`src/rtl/rx_pkg.sv`:
```
// Shared types, default frame geometry and a width helper for the receiver sequencer.
package rx_pkg;

  typedef enum logic [1:0] {
    StIdle,
    StRun,
    StDrain,
    StDone
  } rx_state_e;

  localparam int unsigned DefSamplesPerBit = 90;
  localparam int unsigned DefCarrierPeriod = 6;
  localparam int unsigned DefFrameBytes    = 6;

  // Bits needed to encode values 0..value-1.
  function automatic int unsigned clog2(input int unsigned value);
    int unsigned result;
    result = 0;
    for (int unsigned i = 0; i < 32; i++) begin
      if ((64'(1) << i) < 64'(value)) begin
        result = i + 1;
      end
    end
    return result;
  endfunction

endpackage

```
`src/rtl/rx_frame_sequencer_if.sv`:
```
// Byte stream from the sequencer to the downstream consumer (valid/ready).
interface rx_frame_sequencer_if;
  logic [7:0] byte_data;
  logic       byte_valid;
  logic       byte_ready;

  modport master (output byte_data, output byte_valid, input byte_ready);
  modport slave  (input byte_data, input byte_valid, output byte_ready);
endinterface

```
`src/rtl/rx_byte_assembler.sv`:
```
// Packs correlator bit decisions LSB-first into bytes and holds each byte until accepted.
module rx_byte_assembler
  import rx_pkg::*;
#(
  parameter int unsigned FRAME_BYTES = DefFrameBytes,
  localparam int unsigned TotalBits  = FRAME_BYTES * 8,
  localparam int unsigned CntW       = clog2(TotalBits + 1)
) (
  input  logic                  clk_i,
  input  logic                  rst_ni,
  input  logic                  start_i,
  input  logic                  bit_en_i,
  input  logic                  bit_valid_i,
  input  logic                  bit_value_i,
  output logic [CntW-1:0]       bit_cnt_o,
  output logic                  overflow_o,
  rx_frame_sequencer_if.master  byte_if
);

  logic [7:0]      shift_q, shift_d;
  logic [7:0]      byte_q, byte_d;
  logic [2:0]      bit_idx_q, bit_idx_d;
  logic [CntW-1:0] bit_cnt_q, bit_cnt_d;
  logic            valid_q, valid_d;
  logic            ovf_q, ovf_d;
  logic            accept, byte_done, xfer;
  logic [7:0]      shifted;

  // Next-state for the shift register, output byte, handshake and overflow.
  always_comb begin
    // Bits beyond one frame are ignored so the counter never wraps.
    accept             = bit_en_i & bit_valid_i & (bit_cnt_q < CntW'(TotalBits));
    shifted            = shift_q;
    shifted[bit_idx_q] = bit_value_i;
    byte_done          = accept & (bit_idx_q == 3'd7);
    xfer               = valid_q & byte_if.byte_ready;

    shift_d   = shift_q;
    bit_idx_d = bit_idx_q;
    bit_cnt_d = bit_cnt_q;
    byte_d    = byte_q;
    valid_d   = valid_q;
    ovf_d     = ovf_q;

    if (xfer) begin
      valid_d = 1'b0;
    end

    // A pending output byte survives a new start; only reset clears it.
    if (start_i) begin
      shift_d   = '0;
      bit_idx_d = '0;
      bit_cnt_d = '0;
      ovf_d     = 1'b0;
    end else if (accept) begin
      shift_d   = shifted;
      bit_idx_d = bit_idx_q + 3'd1;
      bit_cnt_d = bit_cnt_q + CntW'(1);
      if (byte_done) begin
        if (!valid_q || xfer) begin
          byte_d  = shifted;
          valid_d = 1'b1;
        end else begin
          ovf_d = 1'b1;
        end
      end
    end
  end

  // State registers.
  always_ff @(posedge clk_i or negedge rst_ni) begin
    if (!rst_ni) begin
      shift_q   <= '0;
      byte_q    <= '0;
      bit_idx_q <= '0;
      bit_cnt_q <= '0;
      valid_q   <= 1'b0;
      ovf_q     <= 1'b0;
    end else begin
      shift_q   <= shift_d;
      byte_q    <= byte_d;
      bit_idx_q <= bit_idx_d;
      bit_cnt_q <= bit_cnt_d;
      valid_q   <= valid_d;
      ovf_q     <= ovf_d;
    end
  end

  assign byte_if.byte_data  = byte_q;
  assign byte_if.byte_valid = valid_q;
  assign bit_cnt_o          = bit_cnt_q;
  assign overflow_o         = ovf_q;

endmodule

```
`src/rtl/rx_frame_sequencer.sv`:
```
// Frame sequencer: drives correlator window controls and hands decided bytes downstream.
module rx_frame_sequencer
  import rx_pkg::*;
#(
  parameter int unsigned SAMPLES_PER_BIT = DefSamplesPerBit,
  parameter int unsigned CARRIER_PERIOD  = DefCarrierPeriod,
  parameter int unsigned FRAME_BYTES     = DefFrameBytes,
  parameter int unsigned PHASE_W         = 3
) (
  input  logic                 clock,
  input  logic                 resetN,
  input  logic                 sync_in,
  output logic                 sync_out,
  output logic                 corr_clear,
  output logic                 corr_en,
  output logic [PHASE_W-1:0]   corr_phase,
  output logic                 corr_dump,
  input  logic                 bit_valid,
  input  logic                 bit_value,
  rx_frame_sequencer_if.master byte_if,
  output logic                 frame_done,
  output logic                 abort,
  output logic                 overflow
);

  localparam int unsigned TotalBits = FRAME_BYTES * 8;
  localparam int unsigned SampleW   = clog2(SAMPLES_PER_BIT);
  localparam int unsigned CntW      = clog2(TotalBits + 1);

  rx_state_e          state_q, state_d;
  logic               sync_prev_q, sync_prev_d;
  logic [SampleW-1:0] sample_cnt_q, sample_cnt_d;
  logic [PHASE_W-1:0] phase_q, phase_d;
  logic [CntW-1:0]    dump_cnt_q, dump_cnt_d;
  logic               abort_q, abort_d;
  logic               start, run, win_first, win_last;
  logic [CntW-1:0]    bit_cnt;

  // FSM next-state plus sample, phase and dump counters.
  always_comb begin
    sync_prev_d = sync_in;
    start       = (state_q == StIdle) & sync_in & ~sync_prev_q;
    run         = (state_q == StRun);
    win_first   = run & (sample_cnt_q == '0);
    win_last    = run & (sample_cnt_q == SampleW'(SAMPLES_PER_BIT - 1));

    state_d      = state_q;
    sample_cnt_d = sample_cnt_q;
    phase_d      = phase_q;
    dump_cnt_d   = dump_cnt_q;
    abort_d      = 1'b0;

    unique case (state_q)
      StIdle: begin
        if (start) begin
          state_d      = StRun;
          sample_cnt_d = '0;
          phase_d      = '0;
          dump_cnt_d   = '0;
        end
      end
      StRun: begin
        if (!sync_in) begin
          state_d = StIdle;
          abort_d = 1'b1;
        end else begin
          sample_cnt_d = win_last ? '0 : sample_cnt_q + SampleW'(1);
          // Phase restarts with every window so clear always lines up with phase 0.
          phase_d = (win_last || phase_q == PHASE_W'(CARRIER_PERIOD - 1)) ?
                    '0 : phase_q + PHASE_W'(1);
          if (win_last) begin
            dump_cnt_d = dump_cnt_q + CntW'(1);
            if (dump_cnt_q == CntW'(TotalBits - 1)) begin
              state_d = StDrain;
            end
          end
        end
      end
      StDrain: begin
        if (!sync_in) begin
          state_d = StIdle;
          abort_d = 1'b1;
        end else if (bit_cnt == CntW'(TotalBits)) begin
          state_d = StDone;
        end
      end
      StDone: begin
        state_d = StIdle;
      end
      default: begin
        state_d = StIdle;
      end
    endcase
  end

  // State registers.
  always_ff @(posedge clock or negedge resetN) begin
    if (!resetN) begin
      state_q      <= StIdle;
      sync_prev_q  <= 1'b0;
      sample_cnt_q <= '0;
      phase_q      <= '0;
      dump_cnt_q   <= '0;
      abort_q      <= 1'b0;
    end else begin
      state_q      <= state_d;
      sync_prev_q  <= sync_prev_d;
      sample_cnt_q <= sample_cnt_d;
      phase_q      <= phase_d;
      dump_cnt_q   <= dump_cnt_d;
      abort_q      <= abort_d;
    end
  end

  rx_byte_assembler #(
    .FRAME_BYTES (FRAME_BYTES)
  ) u_byte_assembler (
    .clk_i       (clock),
    .rst_ni      (resetN),
    .start_i     (start),
    .bit_en_i    (state_q == StRun || state_q == StDrain),
    .bit_valid_i (bit_valid),
    .bit_value_i (bit_value),
    .bit_cnt_o   (bit_cnt),
    .overflow_o  (overflow),
    .byte_if     (byte_if)
  );

  assign sync_out   = (state_q != StIdle);
  assign corr_en    = run;
  assign corr_clear = win_first;
  assign corr_dump  = win_last;
  assign corr_phase = run ? phase_q : '0;
  assign frame_done = (state_q == StDone);
  assign abort      = abort_q;

endmodule

```
`src/flat_wrapper.sv`:
```
// flat-port wrapper written by rule: the top's interface ports become plain ports
module rx_frame_sequencer_flat import rx_pkg::*;
#(
  parameter int unsigned SAMPLES_PER_BIT = DefSamplesPerBit,
  parameter int unsigned CARRIER_PERIOD  = DefCarrierPeriod,
  parameter int unsigned FRAME_BYTES     = DefFrameBytes,
  parameter int unsigned PHASE_W         = 3
)
  (clock, resetN, sync_in, sync_out, corr_clear, corr_en, corr_phase, corr_dump, bit_valid, bit_value, frame_done, abort, overflow, byte_if_byte_data, byte_if_byte_valid, byte_if_byte_ready);
  rx_frame_sequencer_if byte_if_i ();
  input  logic clock;
  input  logic resetN;
  input  logic sync_in;
  output logic sync_out;
  output logic corr_clear;
  output logic corr_en;
  output logic [PHASE_W-1:0] corr_phase;
  output logic corr_dump;
  input  logic bit_valid;
  input  logic bit_value;
  output logic frame_done;
  output logic abort;
  output logic overflow;
  output wire logic [$bits(byte_if_i.byte_data)-1:0] byte_if_byte_data;
  output wire logic [$bits(byte_if_i.byte_valid)-1:0] byte_if_byte_valid;
  input wire logic [$bits(byte_if_i.byte_ready)-1:0] byte_if_byte_ready;
  assign byte_if_byte_data = byte_if_i.byte_data;
  assign byte_if_byte_valid = byte_if_i.byte_valid;
  assign byte_if_i.byte_ready = byte_if_byte_ready;
  rx_frame_sequencer #(.SAMPLES_PER_BIT(SAMPLES_PER_BIT), .CARRIER_PERIOD(CARRIER_PERIOD), .FRAME_BYTES(FRAME_BYTES), .PHASE_W(PHASE_W)) u_core (.clock(clock), .resetN(resetN), .sync_in(sync_in), .sync_out(sync_out), .corr_clear(corr_clear), .corr_en(corr_en), .corr_phase(corr_phase), .corr_dump(corr_dump), .bit_valid(bit_valid), .bit_value(bit_value), .byte_if(byte_if_i), .frame_done(frame_done), .abort(abort), .overflow(overflow));
endmodule
```
`config.mk`:
```
export PLATFORM = sky130hd
export DESIGN_NAME = rx_frame_sequencer_flat
export DESIGN_NICKNAME = d
export VERILOG_FILES = /design/src/rtl/rx_pkg.sv /design/src/rtl/rx_frame_sequencer_if.sv /design/src/rtl/rx_byte_assembler.sv /design/src/rtl/rx_frame_sequencer.sv /design/src/flat_wrapper.sv
export SDC_FILE = /design/constraint.sdc
export NUM_CORES = 1
export LEC_CHECK = 0
export BUFFER_PORTS_ARGS = -buffer_cell sky130_fd_sc_hd__buf_2
export CAP_MARGIN = 20
export CORE_UTILIZATION = 38
export DETAILED_ROUTE_END_ITERATION = 12
export REMOVE_ABC_BUFFERS = 1
export SYNTH_ARGS = -nofsm -noshare
export SYNTH_HDL_FRONTEND = slang
export SYNTH_SLANG_ARGS = --single-unit
```
`constraint.sdc`:
```
create_clock -name clock -period 2.3 [get_ports clock]
set_input_delay 0.46 -clock clock [delete_from_list [all_inputs] [get_ports clock]]
set_output_delay 0.46 -clock clock [all_outputs]
set_load 0.01 [all_outputs]
```
**Word-level counts from Yosys, hierarchy flattened**

Index checks and enable logic that the tools add are counted.

- Flip-flop bits (word level): 47
- Bits of input ports: 6

- Mux-type cells: 40
- Bitwise operators: 10
- Equality and inequality tests: 15
- Reduce and logical (&&, ||, !) cells: 17
- Add/subtract/negate cells: 5
- Magnitude comparators: 3

Operator list:

| operator | number |
|---|---|
| 6-bit 2-to-1 mux | 5 |
| 7-bit 2-to-1 mux | 3 |
| 3-bit 2-to-1 mux | 6 |
| 8-bit 2-to-1 mux | 2 |
| 7-bit one-hot mux with 2 select lines | 1 |
| 6-bit by 1-bit adder with 6-bit output, second input constant | 2 |
| 6-bit equality test, second input constant | 2 |
| 1-bit 2-to-1 mux | 12 |
| 2-bit 2-to-1 mux | 6 |
| 6-bit one-hot mux with 2 select lines | 1 |
| 4-bit AND reduction | 3 |
| 1-bit bitwise AND | 8 |
| 8-bit bitwise mux | 1 |
| 2-bit one-hot mux with 4 select lines | 1 |
| 2-bit nonzero test | 4 |
| 7-bit by 1-bit adder with 7-bit output, second input constant | 1 |
| 7-bit equality test, second input constant | 1 |
| 7-bit zero test | 1 |
| 3-bit by 1-bit adder with 3-bit output, second input constant | 2 |
| 3-bit equality test, second input constant | 2 |
| 6-bit < comparator, second input constant | 1 |
| 3-bit inequality test, second input constant | 2 |
| 3-bit one-hot mux with 2 select lines | 1 |
| 3-bit AND reduction | 2 |
| other kinds (14) | 20 |

**Logic depth before layout (Yosys ltp)**

- Depth in word-level cells: 8
- Mapped depth: 7
- Mapped depth without buffers: 6

**Modules after synthesis**

A second synthesis with hierarchy kept.

- Cells, all modules: 268
- Area total of the unflattened synthesis: 2730.1 um^2

Modules (own cells, without submodules):

| module | area each (um^2) | times used | sequential area each (um^2) | cells each |
|---|---|---|---|---|
| rx_byte_assembler | 1460.2 | 1 | 675.6 | 132 |
| rx_frame_sequencer | 1270.0 | 1 | 500.5 | 136 |

**Least setup slack after synthesis**

OpenSTA, ideal clock, no wires.

- Path type: register -> register
- Start point: reg u_core.state_q[0]
- End point: reg u_core.u_byte_assembler.byte_q[0], in the netlist u_core.u_byte_assembler.byte_if.byte_data[0]
- Path buffers: 1
- Clock period less this slack: 1.922 ns
- Setup slack: 0.378 ns
- Stages on the path, launching flop included: 8
- Library setup time: 0.125 ns
- Data arrival time: 1.798 ns
- Cells stage by stage: dfrtp_1 > inv_1 > ha_1 > and2_1 > nand2_1 > nor4b_2 > buf_4 > mux2_2

- Cells in the longest elaborated chain, start to end: 6
- Elaborated cells between the ends (all ways): 11

RTL lines:

| what | RTL line | source |
|---|---|---|
| from (decl) | rx_frame_sequencer.sv:30 | `rx_state_e state_q, state_d;` |
| from (signal assigned) | rx_frame_sequencer.sv:99 | `state_q <= StIdle;` |
| from (signal assigned) | rx_frame_sequencer.sv:106 | `state_q <= state_d;` |
| 2-bit by 1-bit equality test with 1-bit output or 2-bit equality test (tied branches) | rx_frame_sequencer.sv:121 | `.bit_en_i (state_q == StRun \|\| state_q == StDrain),` |
| 1-bit logical OR | rx_frame_sequencer.sv:121 |  |
| 1-bit bitwise AND (2 in a row) | rx_byte_assembler.sv:32 | `accept = bit_en_i & bit_valid_i & (bit_cnt_q < CntW'(TotalBits));` |
| 1-bit bitwise AND | rx_byte_assembler.sv:35 | `byte_done = accept & (bit_idx_q == 3'd7);` |
| 4-bit AND reduction (no source line) (*) | -- |  |
| to (signal assigned) | rx_byte_assembler.sv:81 | `byte_q <= byte_d;` |
| to (decl) | rx_byte_assembler.sv:21 | `logic [7:0] byte_q, byte_d;` |

Every way passes the cells marked *; elsewhere a longest branch is shown, timed or not.
A chain may end at the register's enable or synchronous reset.

**Worst setup path in the final report**

- Start point: reg u_core.state_q[1]
- End point: out corr_clear

- Cells in the longest elaborated chain, start to end: 2

RTL lines:

| what | RTL line | source |
|---|---|---|
| 2-bit by 1-bit equality test with 1-bit output | rx_frame_sequencer.sv:43 | `run = (state_q == StRun);` |
| 1-bit bitwise AND | rx_frame_sequencer.sv:44 | `win_first = run & (sample_cnt_q == '0);` |
| to (decl) | flat_wrapper.sv:15 | `output logic corr_clear;` |

No other way between the ends.

==> impl_results.rst <==
.. list-table::
   :header-rows: 1

   * - Metric
     - Value
   * - Run status
     - finished with violations
   * - Violated checks
     - DRC
   * - Clock Root Buffer
     - clkbuf_8
   * - Max incr delay on CP
     - approximately 0.4 ns
   * - Final hold violation count
     - 0
   * - Starting density of the core
     - approximately 40%
   * - Sum Neg Setup Slack
     - 0 ns
   * - Endpoint of the lowest-slack register-to-register path
     - u_core.u_byte_assembler.byte_if.byte_data[1]
   * - Die area
     - slightly above 7000 µm²
   * - Critical Path Source
     - u_core.state_q[1]
   * - Worst vdd rail ir drop
     - approximately 0.00044 V
   * - Crit path arrival time
     - between 1.5 and 2 ns
   * - Adder-Cell Fraction of Synth Area
     - 7.19%
   * - Total Routed Length
     - 5220 µm
   * - Combinational fraction of design power
     - between 40% and 50%
   * - Clock latency on the worst-skew pair
     - ~0.3 ns
   * - Count leader, synth
     - dfrtp_1
   * - Upper clock frequency limit
     - 463 MHz
   * - Final Max Tran Viols
     - 0
   * - Placed cells
     - roughly 370
   * - Initial antenna violation count
     - 0
   * - Number of placed I/O pins
     - 25
   * - Placeable core region
     - approximately 6500 µm²
   * - Number of global-route vias before repair
     - 1923
   * - Most numerous cell types in the synthesized netlist
     - 47 x dfrtp_1, 30 x nor2_1, 27 x nand2_1, 16 x inv_1, 15 x ha_1
   * - Length in cells of the worst reg-to-reg path
     - 7
   * - Routed wire per std cell
     - around 14 µm
   * - Minimum clock period after layout
     - between 2 and 2.5 ns
   * - Setup skew after layout
     - between 0.008 and 0.009 ns
   * - Avg Synthesized Cell Area
     - 9.64 µm²
   * - Diode count
     - 0
   * - Clock Pin Slew Worst Setup and Hold Paths
     - ~0.09 ns
   * - Number of enable flip-flop cells after synthesis
     - 0
   * - Leakage power figure
     - around 1.4 nW
   * - Max_slew headroom
     - roughly 59%
   * - Synthesis-stage register bit count
     - 47
   * - Reg2Reg Setup Slack
     - 0.17 ns
   * - Commonest register cell after synthesis
     - dfrtp_1
   * - Netlist area before placement
     - around 2600 µm²
   * - Largest family of logic cells by synthesized area
     - simple AND/OR/NAND/NOR gates
   * - Height of the chip
     - roughly 85 µm
   * - Number of nets in the final layout
     - around 320
   * - Pre-CTS WS
     - approximately 0.2 ns
   * - Net switching component of the power
     - roughly 1.3 mW
   * - Row cnt
     - 29
   * - Post-detailed-placement half-perimeter wirelength
     - 3680 µm
   * - Iteration-0 DRC Markers
     - between 100 and 150
   * - Switching portion of total power
     - just under 40%
   * - Share of the synthesized netlist area taken by xor and xnor gates
     - 2.35%
   * - Fraction of layout cells with a size suffix above 1
     - 18.7%
   * - Cell variety after synth
     - 47
   * - Class of the worst hold path
     - input pin to async pin
   * - Critical path data required time
     - around 1.8 ns
   * - Seq pwr share
     - a little under two fifths
   * - Part of the cycle the worst path needs
     - around 94%
   * - Number of max-cap violations
     - 0
   * - Startpoint types
     - flip-flop
   * - Number of buffers inserted to repair setup after CTS
     - 0
   * - Mux contribution to synthesized area
     - 8.48%
   * - Vias/cell
     - approximately 5.3
   * - Overall power after layout
     - roughly 3.3 mW
   * - DIE WIDTH
     - around 85 µm
   * - Global-route total usage across every layer
     - 16.0%
   * - Cell types with the largest area share after synthesis
     - dfrtp_1 45%, ha_1 7.2%, mux2i_1 4.6%
   * - Cell with the most instances on the worst path
     - inv_1
   * - TritonCTS clock tree
     - built
   * - Critical path capture point type
     - primary output
   * - Unrepaired setup endpoints after global routing
     - true
   * - Buffers from clock root to sink, at most
     - 2
   * - Top-area cell type share of the netlist area
     - a little under half
   * - FF-to-FF Start
     - u_core.state_q[0]
   * - Clock sink count
     - 47
   * - Max Fanout on Critical Path
     - 9
   * - Cell accounting for the most synthesized area
     - dfrtp_1
   * - Global-route congestion overflow total
     - 0
   * - Cell Pwr Density
     - 1120 nW/µm²
   * - Number of buffers created by CTS
     - 5
   * - Compound-gate portion of the synthesized area
     - between 10% and 20%
   * - Fin area
     - ~2900 µm²
   * - Simple-gate area share of the yosys netlist
     - roughly 22%
   * - Internal power component
     - about 2.0 mW
   * - Pin count of the biggest net entering global routing
     - between 40 and 50
   * - Number of optimization iterations in the first detailed-route pass
     - 8
   * - Overall via count from detail_route
     - 1984
   * - Actual slew at the worst max-slew pin
     - between 0.6 and 0.7 ns
   * - Number of cells produced by synthesis
     - between 200 and 300
   * - Growth of design area from synthesis to finish
     - 12.9%
   * - Non-filler cells, final
     - between 300 and 400
   * - Global placer's final weighted congestion
     - between 0.8 and 0.9
   * - Global-route wire length before repair
     - about 9000 µm
   * - Critical Path End
     - corr_clear
   * - PnR worst setup slack
     - 0.139 ns
   * - Area of placed instances
     - around 2800 µm²
   * - I/O Buffers
     - 24
   * - Final setup violation count
     - 0
   * - H-Tree Depth
     - 2
   * - Share of synthesized flip-flops with an asynchronous set or reset
     - between 90% and 100%
   * - Setup CP Type
     - flip-flop to primary output
   * - Count of yosys warnings during synthesis
     - 0
   * - Seq/Total Area, Yosys
     - 45.0%
   * - Master of the slowest instance on the critical path
     - dfrtp_1
   * - Ordered list of cells on the worst path
     - inv_1 > ha_2 > inv_1 > nor4_1 > buf_2
   * - Part of the power in the clock network
     - 19.8%
   * - Antenna Nets Post-Route
     - 0
   * - Number of DRC violations after detailed routing
     - 2
## cells in the final DEF (no fill, tap or decap), types with 2 or more instances in the layout
| cell type | netlist | layout |
|---|---|---|
| dfrtp_1 | 47 | 47 |
| nor2_1 | 30 | 30 |
| nand2_1 | 27 | 27 |
| buf_2 | 6 | 24 |
| inv_1 | 16 | 16 |
| ha_1 | 15 | 14 |
| mux2i_1 | 12 | 12 |
| a21oi_1 | 11 | 11 |
| o21ai_0 | 11 | 11 |
| nand3_1 | 9 | 9 |
| mux2_2 | 9 | 9 |
| xnor2_1 | 7 | 7 |
| and2_1 | 6 | 6 |
| nor2b_1 | 6 | 6 |
| clkbuf_8 | 0 | 6 |
| buf_4 | 1 | 6 |
| nor4_1 | 5 | 5 |
| or4_1 | 5 | 5 |
| nor3_1 | 4 | 4 |
| o31ai_1 | 4 | 4 |
| a211oi_1 | 4 | 4 |
| and3_1 | 3 | 3 |
| a22o_1 | 3 | 3 |
| nand4_1 | 3 | 3 |
| or2_2 | 2 | 2 |
| a31oi_1 | 2 | 2 |
## flip-flops by register name, summed over array words and instances, names as in the netlist
signal / count
u_core.u_byte_assembler.byte_if.byte_valid: 1
u_core.state_q: 2
u_core.u_byte_assembler.overflow_o: 1
u_core.u_byte_assembler.bit_idx_q: 3
u_core.abort: 1
u_core.sample_cnt_q: 7
u_core.u_byte_assembler.bit_cnt_o: 6
u_core.u_byte_assembler.shift_q: 8
u_core.dump_cnt_q: 6
u_core.phase_q: 3
u_core.sync_prev_q: 1
u_core.u_byte_assembler.byte_if.byte_data: 8
## power by group through the flow
stage	combinational (mW)	sequential, mW	clock (mW)
3_5_place_dp	1.43	1.25	0
3_3_place_gp	1.42	1.24	0
5_1_grt	1.62	1.27	0.715
2_1_floorplan	1.00	1.24	0
6_report	1.43	1.23	0.658
4_1_cts	1.44	1.23	0.680
## critical path: cells and delay by family, from the launching register on
kind	cells	cell delay, ns
simple gates	1	0.28
flops	1	0.41
buf+inv	3	0.44
fa+ha+maj	1	0.27
## worst min-delay path by stage
stage	to	slack, ns	cells past startpoint
floorplan	u_core.abort	0.16	0
global placement	u_core.u_byte_assembler.overflow_o	0.48	2
detailed placement	u_core.u_byte_assembler.overflow_o	0.49	2
CTS	u_core.u_byte_assembler.byte_if.byte_data[1]	0.26	2
global route	u_core.u_byte_assembler.shift_q[3]	0.29	2
finish	u_core.phase_q[1]	0.24	2
## routing by layer
layer	global-route usage [%]	up-vias	wire [µm]
met4	5.08	0	44
met3	3.31	4	139
met5	0	-	0
met1	22.9	957	2730
li1	-	998	-
met2	24.3	25	2310
## timing repair
action                     4_1_cts  5_1_grt
setup endpoints to repair        0        1
resized for setup                0        1
hold buffers                     0        0
## logic make-up after synthesis
kind of cell	after synthesis
AOI/OAI and AO/OA	43
xor gates and xnor gates	7
adders and majority gates	15
buffers and inverters	26
DFF	47
muxes	21
and+or+nand+nor	112
## final cells by class
cell class | count | area [µm²]
fillers | 626 | 3550
multi-input cells | 198 | 1330
flip-flops and latches | 47 | 1180
repair buffers | 30 | 165
well taps | 77 | 96.3
clock buffers | 6 | 82.6
inverters | 16 | 60.1
clock inverters | 2 | 38.8
## per-stage QoR
step	utilization, %	hold slack, ns
after global routing	45.4	0.286
after detailed placement	43.5	0.495
after floorplan	-	0.164
after CTS	45.3	0.264
final	45.4	0.245
after global placement	43.5	0.480
Power figures use the tool's default switching activity.
